### src/rtl/seq_collector.sv
// Result sink for the sequence generator: buffers valid float terms in a FIFO,
// latches the first terminating error code and serves a one-cycle-latency read port.
module seq_collector #(
  parameter int DEPTH = 8,
  parameter int AW    = 3
) (
  input  logic          clk,
  input  logic          reset,
  input  logic          clr,
  input  logic          R_I,
  input  logic [31:0]   dataIn,
  input  logic [1:0]    err,
  input  logic          rd_en,
  output logic [31:0]   rd_data,
  output logic          rd_valid,
  output logic [AW:0]   count,
  output logic          empty,
  output logic          full,
  output logic          done,
  output logic [1:0]    err_code,
  output logic          dropped,
  output logic [1:0]    dbg_state
);

  // Handshake: a term is offered whenever R_I is high (no backpressure to the
  // generator); a read is accepted when rd_en is high and the FIFO is not empty,
  // and its word appears with a one-cycle rd_valid pulse on the following cycle.

  typedef enum logic [1:0] {
    S_IDLE    = 2'd0,
    S_COLLECT = 2'd1,
    S_DONE    = 2'd2
  } state_t;

  localparam logic [AW:0] LP_FULL = DEPTH[AW:0];

  state_t            r_state;
  state_t            w_next_state;
  logic [31:0]       r_mem [DEPTH];
  logic [AW-1:0]     r_wptr;
  logic [AW-1:0]     r_rptr;
  logic [AW:0]       r_count;
  logic [31:0]       r_rd_data;
  logic              r_rd_valid;
  logic [1:0]        r_err_code;
  logic              r_dropped;

  logic              w_flush;
  logic              w_in_done;
  logic              w_empty;
  logic              w_full;
  logic              w_wr_req;
  logic              w_rd_acc;
  logic              w_wr_acc;
  logic              w_drop;
  logic              w_err_cap;

  assign w_flush   = reset | clr;
  assign w_in_done = (r_state == S_DONE);
  assign w_empty   = (r_count == '0);
  assign w_full    = (r_count == LP_FULL);

  assign w_wr_req  = R_I & (err == 2'b00) & ~w_in_done;
  assign w_rd_acc  = rd_en & ~w_empty;
  // A full FIFO still takes a write when a read frees a slot on the same edge.
  assign w_wr_acc  = w_wr_req & (~w_full | w_rd_acc);
  assign w_drop    = w_wr_req & w_full & ~w_rd_acc;
  assign w_err_cap = R_I & (err != 2'b00) & ~w_in_done;

  always_ff @(posedge clk) begin
    if (w_flush) r_state <= S_IDLE;
    else         r_state <= w_next_state;
  end

  always_comb begin
    w_next_state = r_state;
    case (r_state)
      S_IDLE: begin
        if (R_I) w_next_state = (err != 2'b00) ? S_DONE : S_COLLECT;
      end
      S_COLLECT: begin
        if (R_I && (err != 2'b00)) w_next_state = S_DONE;
      end
      S_DONE:  w_next_state = S_DONE;
      default: w_next_state = S_IDLE;
    endcase
  end

  // Storage carries no reset; the pointers and count define what is valid.
  always_ff @(posedge clk) begin
    if (!w_flush && w_wr_acc) r_mem[r_wptr] <= dataIn;
  end

  always_ff @(posedge clk) begin
    if (w_flush) begin
      r_wptr     <= '0;
      r_rptr     <= '0;
      r_count    <= '0;
      r_rd_data  <= '0;
      r_rd_valid <= 1'b0;
      r_err_code <= 2'b00;
      r_dropped  <= 1'b0;
    end else begin
      r_rd_valid <= w_rd_acc;
      if (w_wr_acc) r_wptr <= r_wptr + 1'b1;
      if (w_rd_acc) begin
        r_rd_data <= r_mem[r_rptr];
        r_rptr    <= r_rptr + 1'b1;
      end
      case ({w_wr_acc, w_rd_acc})
        2'b10:   r_count <= r_count + 1'b1;
        2'b01:   r_count <= r_count - 1'b1;
        default: r_count <= r_count;
      endcase
      if (w_err_cap) r_err_code <= err;
      if (w_drop)    r_dropped  <= 1'b1;
    end
  end

  assign rd_data   = r_rd_data;
  assign rd_valid  = r_rd_valid;
  assign count     = r_count;
  assign empty     = w_empty;
  assign full      = w_full;
  assign done      = w_in_done;
  assign err_code  = r_err_code;
  assign dropped   = r_dropped;
  assign dbg_state = r_state;

endmodule
### config.mk
export PLATFORM = sky130hd
export DESIGN_NAME = seq_collector
export DESIGN_NICKNAME = d
export VERILOG_FILES = /design/src/rtl/seq_collector.sv
export SDC_FILE = /design/constraint.sdc
export NUM_CORES = 1
export LEC_CHECK = 0
export BUFFER_PORTS_ARGS = -buffer_cell sky130_fd_sc_hd__clkbuf_2
export CAP_MARGIN = 20
export CORE_UTILIZATION = 55
export DETAILED_ROUTE_END_ITERATION = 7
export PLACE_DENSITY = 0.78
export SYNTH_ARGS = -nofsm -noshare
export SYNTH_HDL_FRONTEND = slang
export SYNTH_SLANG_ARGS = --single-unit
### constraint.sdc
create_clock -name clk -period 5.05 [get_ports clk]
set_input_delay 0.505 -clock clk [delete_from_list [all_inputs] [get_ports clk]]
set_output_delay 0.505 -clock clk [all_outputs]
set_load 0.1 [all_outputs]
==> impl_metrics.py, run 1 <==
metrics = {
    "placed_design": {
        "post-place-ws_ns": 1.615,
        "io_buffers": 83,
        "dpl.hpwl_um": 11970,
        "gp_congestion": 0.7579,
    },
    "drt": {
        "vias": 5743,
        "viasPerCell": 5.878,
        "totalWireLength_um": 22330,
        "drt_iter0_markers": 487,
        "firstDrtPassIters": 4,
        "drc": 0,
        "wl_per_cell_um": 22.85,
        "ant_nets": 0,
    },
    "die": {
        "die_h_um": 146.5,
        "die_area_um2": 21460,
        "ios": 84,
        "core_area_um2": 20360,
        "initial_utilization_pct": 56.38,
        "row_count": 52,
        "die_w_um": 146.5,
    },
    "hold_path": {
        "whs_path_depth": 2,
        "whs_endpoint": "count[3]",
        "min_from": "rd_en",
        "hold_class": "in -> reg",
    },
    "worst_setup_path": {
        "worstSetupPathType": "reg -> reg",
        "r2r_start": "dbg_state[0]",
        "endpoint_kind": "flip-flop",
        "worst_setup_path_start_kind": "flip-flop",
        "cp.arrival_ns": 3.76,
        "r2r_cells": 6,
        "ff2ff_setup_slack_ns": 1.52,
        "critPathRequiredTime_ns": 5.28,
        "crit_fanout": 17,
        "setup.worst_path.start": "dbg_state[0]",
        "r2r-end": "r_mem[4][10]",
    },
    "logic_synthesis": {
        "ys_types": 43,
        "synthesis.area_um2": 11480,
        "yosys.area_share.xor_xnor_pct": 0.3814,
        "ys_ff_latch": 304,
        "avgSynthCellArea_um2": 19.56,
        "yosys_warnings": 0,
        "synth_ff_type": "edfxtp_1",
        "async_flop_share_pct": 0,
        "synth.area.top_cells": "edfxtp_1 (67%), mux4_2 (13%), dfxtp_1 (8.4%)",
        "synth_edf_count": 256,
        "synth_top_family_by_area": "multiplexers",
        "synth_top_area_share_pct": 66.96,
        "synth-adder-area-share_pct": 0.7629,
        "ys_seq_area_share_pct": 75.33,
        "synth-simple-area-share_pct": 2.365,
        "netlist_instances": 587,
        "synthMuxAreaShare_pct": 15.52,
        "synth-compound-area-share_pct": 4.196,
        "yosysTopAreaCell": "edfxtp_1",
        "synth_nets": 633,
    },
    "power_and_ir_drop": {
        "powerDensity_nw_per_um2": 387.7,
        "leakagePower_uw": 0.004377,
        "max-vdd-ir-drop_v": 0.0002609,
    },
    "timing": {
        "timing.fmax_mhz": 283.3,
        "tightest_slew_ns": 1.111,
        "maxSlewHeadroom_pct": 25.79,
        "setup_ws_ns": 1.521,
        "rsz0062_at_grt": "no",
        "min_period_over_period_pct": 69.89,
        "hold_viol": 0,
        "period_needed_ns": 3.529,
        "drv_slew": 0,
        "setup_viol": 0,
        "finClkSkew_ns": 0.01679,
        "fin_tns_setup_ns": 0,
    },
    "grt": {
        "grt_usage_pct": 21.18,
        "grt_pass1_vias": 5944,
        "grt_max_degree": 68,
        "grt_pass1_wl_um": 33810,
        "grt_overflow": 0,
        "antenna_found_initial": 0,
    },
    "finish": {
        "nFillCells": 1313,
        "multiInputGateArea_um2": 2733,
        "seq_area_um2": 8655,
        "area_delta_synth_final_pct": 16.85,
        "num_antenna_cells": 0,
        "nets": 729,
        "drive_gt1_share_pct": 32.25,
    },
    "clock_network": {
        "postCtsSetupRepairBufs": 0,
        "cts-root-buf": "clkbuf_16",
        "clockBufferDepth": 3,
        "htree_levels": 1,
        "cts_resized": 0,
        "cts_hold_buf": 0,
        "cts_made_buffers": 30,
        "cts_tree": "done",
        "clock-sinks": 304,
        "clock_latency_ns": 0.56,
        "clk_pin_slew_worst_paths_ns": 0.06,
    },
    "job": {
        "max_cap_violations": 0,
    },
    "run_status": {
        "status": "complete, no violations",
    },
}
[where the power goes]
| part | switching (uW) | internal, uW |
|---|---|---|
| logic | 99.4 | 35.2 |
| registers | 7.32 | 2720 |
| clock network | 905 | 1430 |
| total | 1010 | 4190 |
[layout make-up]
| class | instances | share of cell area, % |
|---|---|---|
| Multi-Input combinational cell | 245 | 20.37 |
| Clock buffer | 38 | 6.277 |
| Timing Repair Buffer | 95 | 4.495 |
| Clock inverter | 18 | 1.632 |
| Inverter | 7 | 0.1959 |
| Sequential cell | 304 | 64.51 |
| Tap cell | 270 | 2.518 |
[metal layers]
layer  global-route usage [%]  part of all wire, %  vias to the layer above
met5                        0                    0                        -
met4                    7.917                  2.0                        0
met3                    3.094                  4.9                       36
met2                    35.71                   52                      181
met1                    28.26                   41                     2961
li1                         -                    -                     2565
[stage by stage]
stage / instances / hold WS, ns / total power (uW) / instance area, um^2 / util (%)
floorplan: 587 / 0.5026 / 2861 / 11490 / -
CTS: 971 / 0.1869 / 5243 / 13270 / 65.18
global placement: 915 / 0.4535 / 2909 / 12210 / 59.97
detailed placement: 915 / 0.4689 / 2916 / 12210 / 59.97
finish: 977 / 0.2095 / 5201 / 13420 / 65.88
global route: 977 / 0.2009 / 5342 / 13420 / 65.88
[worst max-delay path by stage]
stage	end	slack (ns)	cells past startpoint
final	r_mem[4][10]	1.52	6
after global routing	r_mem[4][9]	1.28	6
after CTS	r_mem[4][19]	1.56	6
after detailed placement	r_mem[4][4]	1.61	6
after global placement	r_mem[4][4]	1.79	5
after floorplan	r_mem[1][0]	0.42	6
[cell families after synthesis]
group	after synthesis
AO/OA/AOI/OAI	86
XOR/XNOR	5
adder cells (fa/ha/maj)	7
buffers and inverters	38
flip-flops	304
multiplexers	98
AND/OR/NAND/NOR	49
[layout by cell type (no fill, tap or decap), types with 2 or more instances in the layout]
master     Yosys  routed
buf_4          5       6
a21oi_1       38      38
nor3_1         3       2
clkbuf_16      0      31
clkbuf_2       0      83
nand2_1        9       9
nor3_4         0       2
buf_12         0       3
nor2_1        20      13
clkinv_2       0       7
clkinv_1       0       4
mux4_2        64      64
nor2_4         0       6
nand4_1        2       2
inv_1          7       7
buf_16         0       3
clkbuf_1      20       3
bufinv_16      0       5
xnor2_1        2       2
dfxtp_2        0       2
xor2_1         3       3
o211ai_1       2       2
edfxtp_1     256     256
o21ai_0       35      35
mux2i_1       34      34
nand2b_1       3       3
clkbuf_8       0       4
ha_1           7       7
dfxtp_1       48      45
[cell usage after synthesis, drive strengths merged (2+ instances only)]
cell type,instances
o21ai,36
or3,2
nor2,20
clkbuf,20
a21oi,38
o41ai,2
mux2i,34
nor3,4
nand2,9
xor2,3
xnor2,2
edfxtp,256
nand4,2
dfxtp,48
buf,11
o211ai,2
mux4,64
ha,7
nand2b,3
inv,7
[critical path, stage by stage, from the launching register on]
cell       delay, ns
dfxtp_1         0.40
inv_1           0.10
ha_1            0.26
nor4b_4         0.57
o2111ai_1       0.59
nor3_4          0.88
buf_4           0.40
[flip-flops by register name, indices dropped and copies added (netlist names)]
register / flops
count: 4
dbg_state: 2
dropped: 1
err_code: 2
r_mem: 256
r_rptr: 3
r_wptr: 3
rd_data: 32
rd_valid: 1
Note: power is estimated with default switching activity, not from simulation.
==> run 2: changes to the inputs <==
==> constraint.sdc (replaced) <==
create_clock -name clk -period 3.6 [get_ports clk]
set_input_delay 0.36 -clock clk [delete_from_list [all_inputs] [get_ports clk]]
set_output_delay 0.36 -clock clk [all_outputs]
set_load 0.1 [all_outputs]
==> impl_metrics.py, run 2 (synthesis results as in run 1) <==
metrics = {
    "finish": {
        "largest-register": "r_mem",
        "final_common_cell": "edfxtp_1",
        "largest_reg_flops": 256,
        "num_antenna_cells": 0,
        "mostFrequentLayoutCells": "edfxtp_1 (256), clkbuf_2 (83), mux4_2 (64), dfxtp_1 (44), a21oi_1 (38)",
        "nFillCells": 1320,
        "area_delta_synth_final_pct": 15.30,
        "nets": 730,
        "stdcell_area_um2": 13240,
        "drive_gt1_share_pct": 31.59,
    },
    "timing": {
        "rsz0062_at_grt": "no",
        "hold_viol": 0,
        "maxSlewHeadroom_pct": 41.95,
        "min_period_over_period_pct": 80.21,
        "tightest_slew_ns": 0.8698,
        "drv_slew": 0,
        "period_needed_ns": 2.888,
        "fin_tns_setup_ns": 0,
        "timing.fmax_mhz": 346.3,
        "finClkSkew_ns": 0.01286,
        "setup_viol": 0,
    },
    "clock_network": {
        "cts_made_buffers": 28,
        "postCtsSetupRepairBufs": 0,
        "clock_latency_ns": 0.53,
        "clk_pin_slew_worst_paths_ns": 0.06,
        "cts-root-buf": "clkbuf_16",
        "cts_hold_buf": 0,
        "cts_tree": "done",
        "clockBufferDepth": 3,
        "cts_resized": 0,
        "htree_levels": 1,
        "clock-sinks": 304,
    },
    "grt": {
        "use_met2_pct": 35.07,
        "grt_overflow": 0,
        "grt_use_met1_pct": 27.59,
        "grt_pass1_vias": 5979,
        "grt_pass1_wl_um": 33330,
        "met3_usage_pct": 3.281,
        "antenna_found_initial": 0,
        "grt_max_degree": 68,
        "top_usage_layer": "met2",
        "grt_usage_pct": 20.54,
    },
    "power_and_ir_drop": {
        "max-vdd-ir-drop_v": 0.0003919,
        "power_uw": 6887,
        "p_int_uw": 5547,
        "combinationalPowerShare_pct": 2.8,
        "powerDensity_nw_per_um2": 520.2,
        "pwr-share-clk_pct": 41.6,
        "leakagePower_uw": 0.004297,
        "p_sw_share_pct": 19.45,
        "p_sw_uw": 1340,
        "seq_power_share_pct": 55.6,
    },
    "worst_setup_path": {
        "critPathRequiredTime_ns": 3.82,
        "slowest_stage": "nor2_4",
        "worst_setup_path_start_kind": "flip-flop",
        "r2r_start": "dbg_state[0]",
        "ff2ff_setup_slack_ns": 0.71,
        "worstSetupPathType": "reg -> reg",
        "cp.arrival_ns": 3.11,
        "critPathBufInv": 2,
        "cp_slowest_stage_delay_ns": 0.61,
        "endpoint_kind": "flip-flop",
        "cpLargestDelayFamily": "simple AND/OR/NAND/NOR gates",
        "r2r-end": "r_mem[7][31]",
        "worstPathCellList": "inv_1 -> ha_2 -> nor4b_4 -> o2111ai_1 -> nor2_4 -> buf_4",
        "r2r_cells": 6,
        "crit_fanout": 15,
    },
    "drt": {
        "wl_per_cell_um": 22.10,
        "ant_nets": 0,
        "vias": 5761,
        "totalWireLength_um": 21570,
        "drt_iter0_markers": 399,
        "viasPerCell": 5.903,
        "firstDrtPassIters": 5,
        "drc": 0,
    },
    "hold_path": {
        "whs_path_depth": 1,
        "whs_endpoint": "r_mem[1][29]",
        "hold_class": "in -> reg",
        "min_from": "dataIn[29]",
    },
    "die": {
        "row_count": 52,
        "ios": 84,
        "die_area_um2": 21460,
        "die_w_um": 146.5,
        "die_h_um": 146.5,
        "core_area_um2": 20360,
        "initial_utilization_pct": 56.38,
    },
    "run_status": {
        "status": "complete, no violations",
    },
    "placed_design": {
        "io_buffers": 83,
        "dpl.hpwl_um": 12610,
        "gp_congestion": 0.7558,
        "dpl_cell_area_um2": 12310,
    },
    "job": {
        "max_cap_violations": 0,
    },
}
==> run 2: changes by cell type in the layout (fill, tap and decap cells not counted), moves of 2 or more <==
| cell | before | now |
|---|---|---|
| clkbuf_1 | 3 | 8 |
| clkbuf_16 | 31 | 29 |
| clkinv_2 | 7 | 4 |
| buf_16 | 3 | 0 |
| bufinv_16 | 5 | 2 |
| buf_4 | 6 | 11 |
==> run 2: metrics by stage <==
| step | util, % | hold WS, ns | instances | setup WS [ns] |
|---|---|---|---|---|
| finish | 65.00 | 0.1162 | 976 | 0.7123 |
| global route | 65.00 | 0.1007 | 976 | 0.5349 |
| CTS | 64.91 | 0.1005 | 975 | 0.7137 |
| detailed placement | 60.46 | 0.4697 | 923 | 0.7153 |
| global placement | 60.46 | 0.4444 | 923 | 0.7910 |
| floorplan | - | 0.4586 | 587 | 0.1085 |
==> run 2: cell type report <==
| class | count | area, um^2 | share of cell area, % |
|---|---|---|---|
| Sequential cell | 304 | 8656 | 65.39 |
| Multi-Input combinational cell | 245 | 2735 | 20.66 |
| Clock buffer | 40 | 797.0 | 6.021 |
| Timing Repair Buffer | 98 | 578.1 | 4.367 |
| Tap cell | 270 | 337.8 | 2.552 |
| Clock inverter | 12 | 107.6 | 0.8129 |
| Inverter | 7 | 26.28 | 0.1985 |
==> run 2: worst max path at each step <==
stage | depth (start not counted) | from | to
after global routing | 6 | dbg_state[0] | r_mem[7][29]
after detailed placement | 6 | dbg_state[0] | r_mem[7][29]
final | 6 | dbg_state[0] | r_mem[7][31]
after floorplan | 5 | dbg_state[1] | r_mem[0][0]
after global placement | 6 | dbg_state[0] | r_mem[7][28]
after CTS | 6 | dbg_state[0] | r_mem[7][31]
==> run 2: power groups by stage <==
stage | Clock [uW] | Sequential, uW | Combinational [uW]
after floorplan | 0 | 3950 | 67.3
after global placement | 0 | 3900 | 183
after detailed placement | 0 | 3900 | 192
after CTS | 2910 | 3830 | 194
after global routing | 3040 | 3830 | 208
final | 2860 | 3830 | 193
==> run 2: per-layer routing <==
| layer | share of wire (%) | wire [um] | vias to the layer above |
|---|---|---|---|
| met2 | 50 | 10880 | 188 |
| met5 | 0 | 0 | - |
| met1 | 42 | 9048 | 2970 |
| li1 | - | - | 2572 |
| met4 | 2.1 | 454 | 0 |
| met3 | 5.5 | 1186 | 31 |
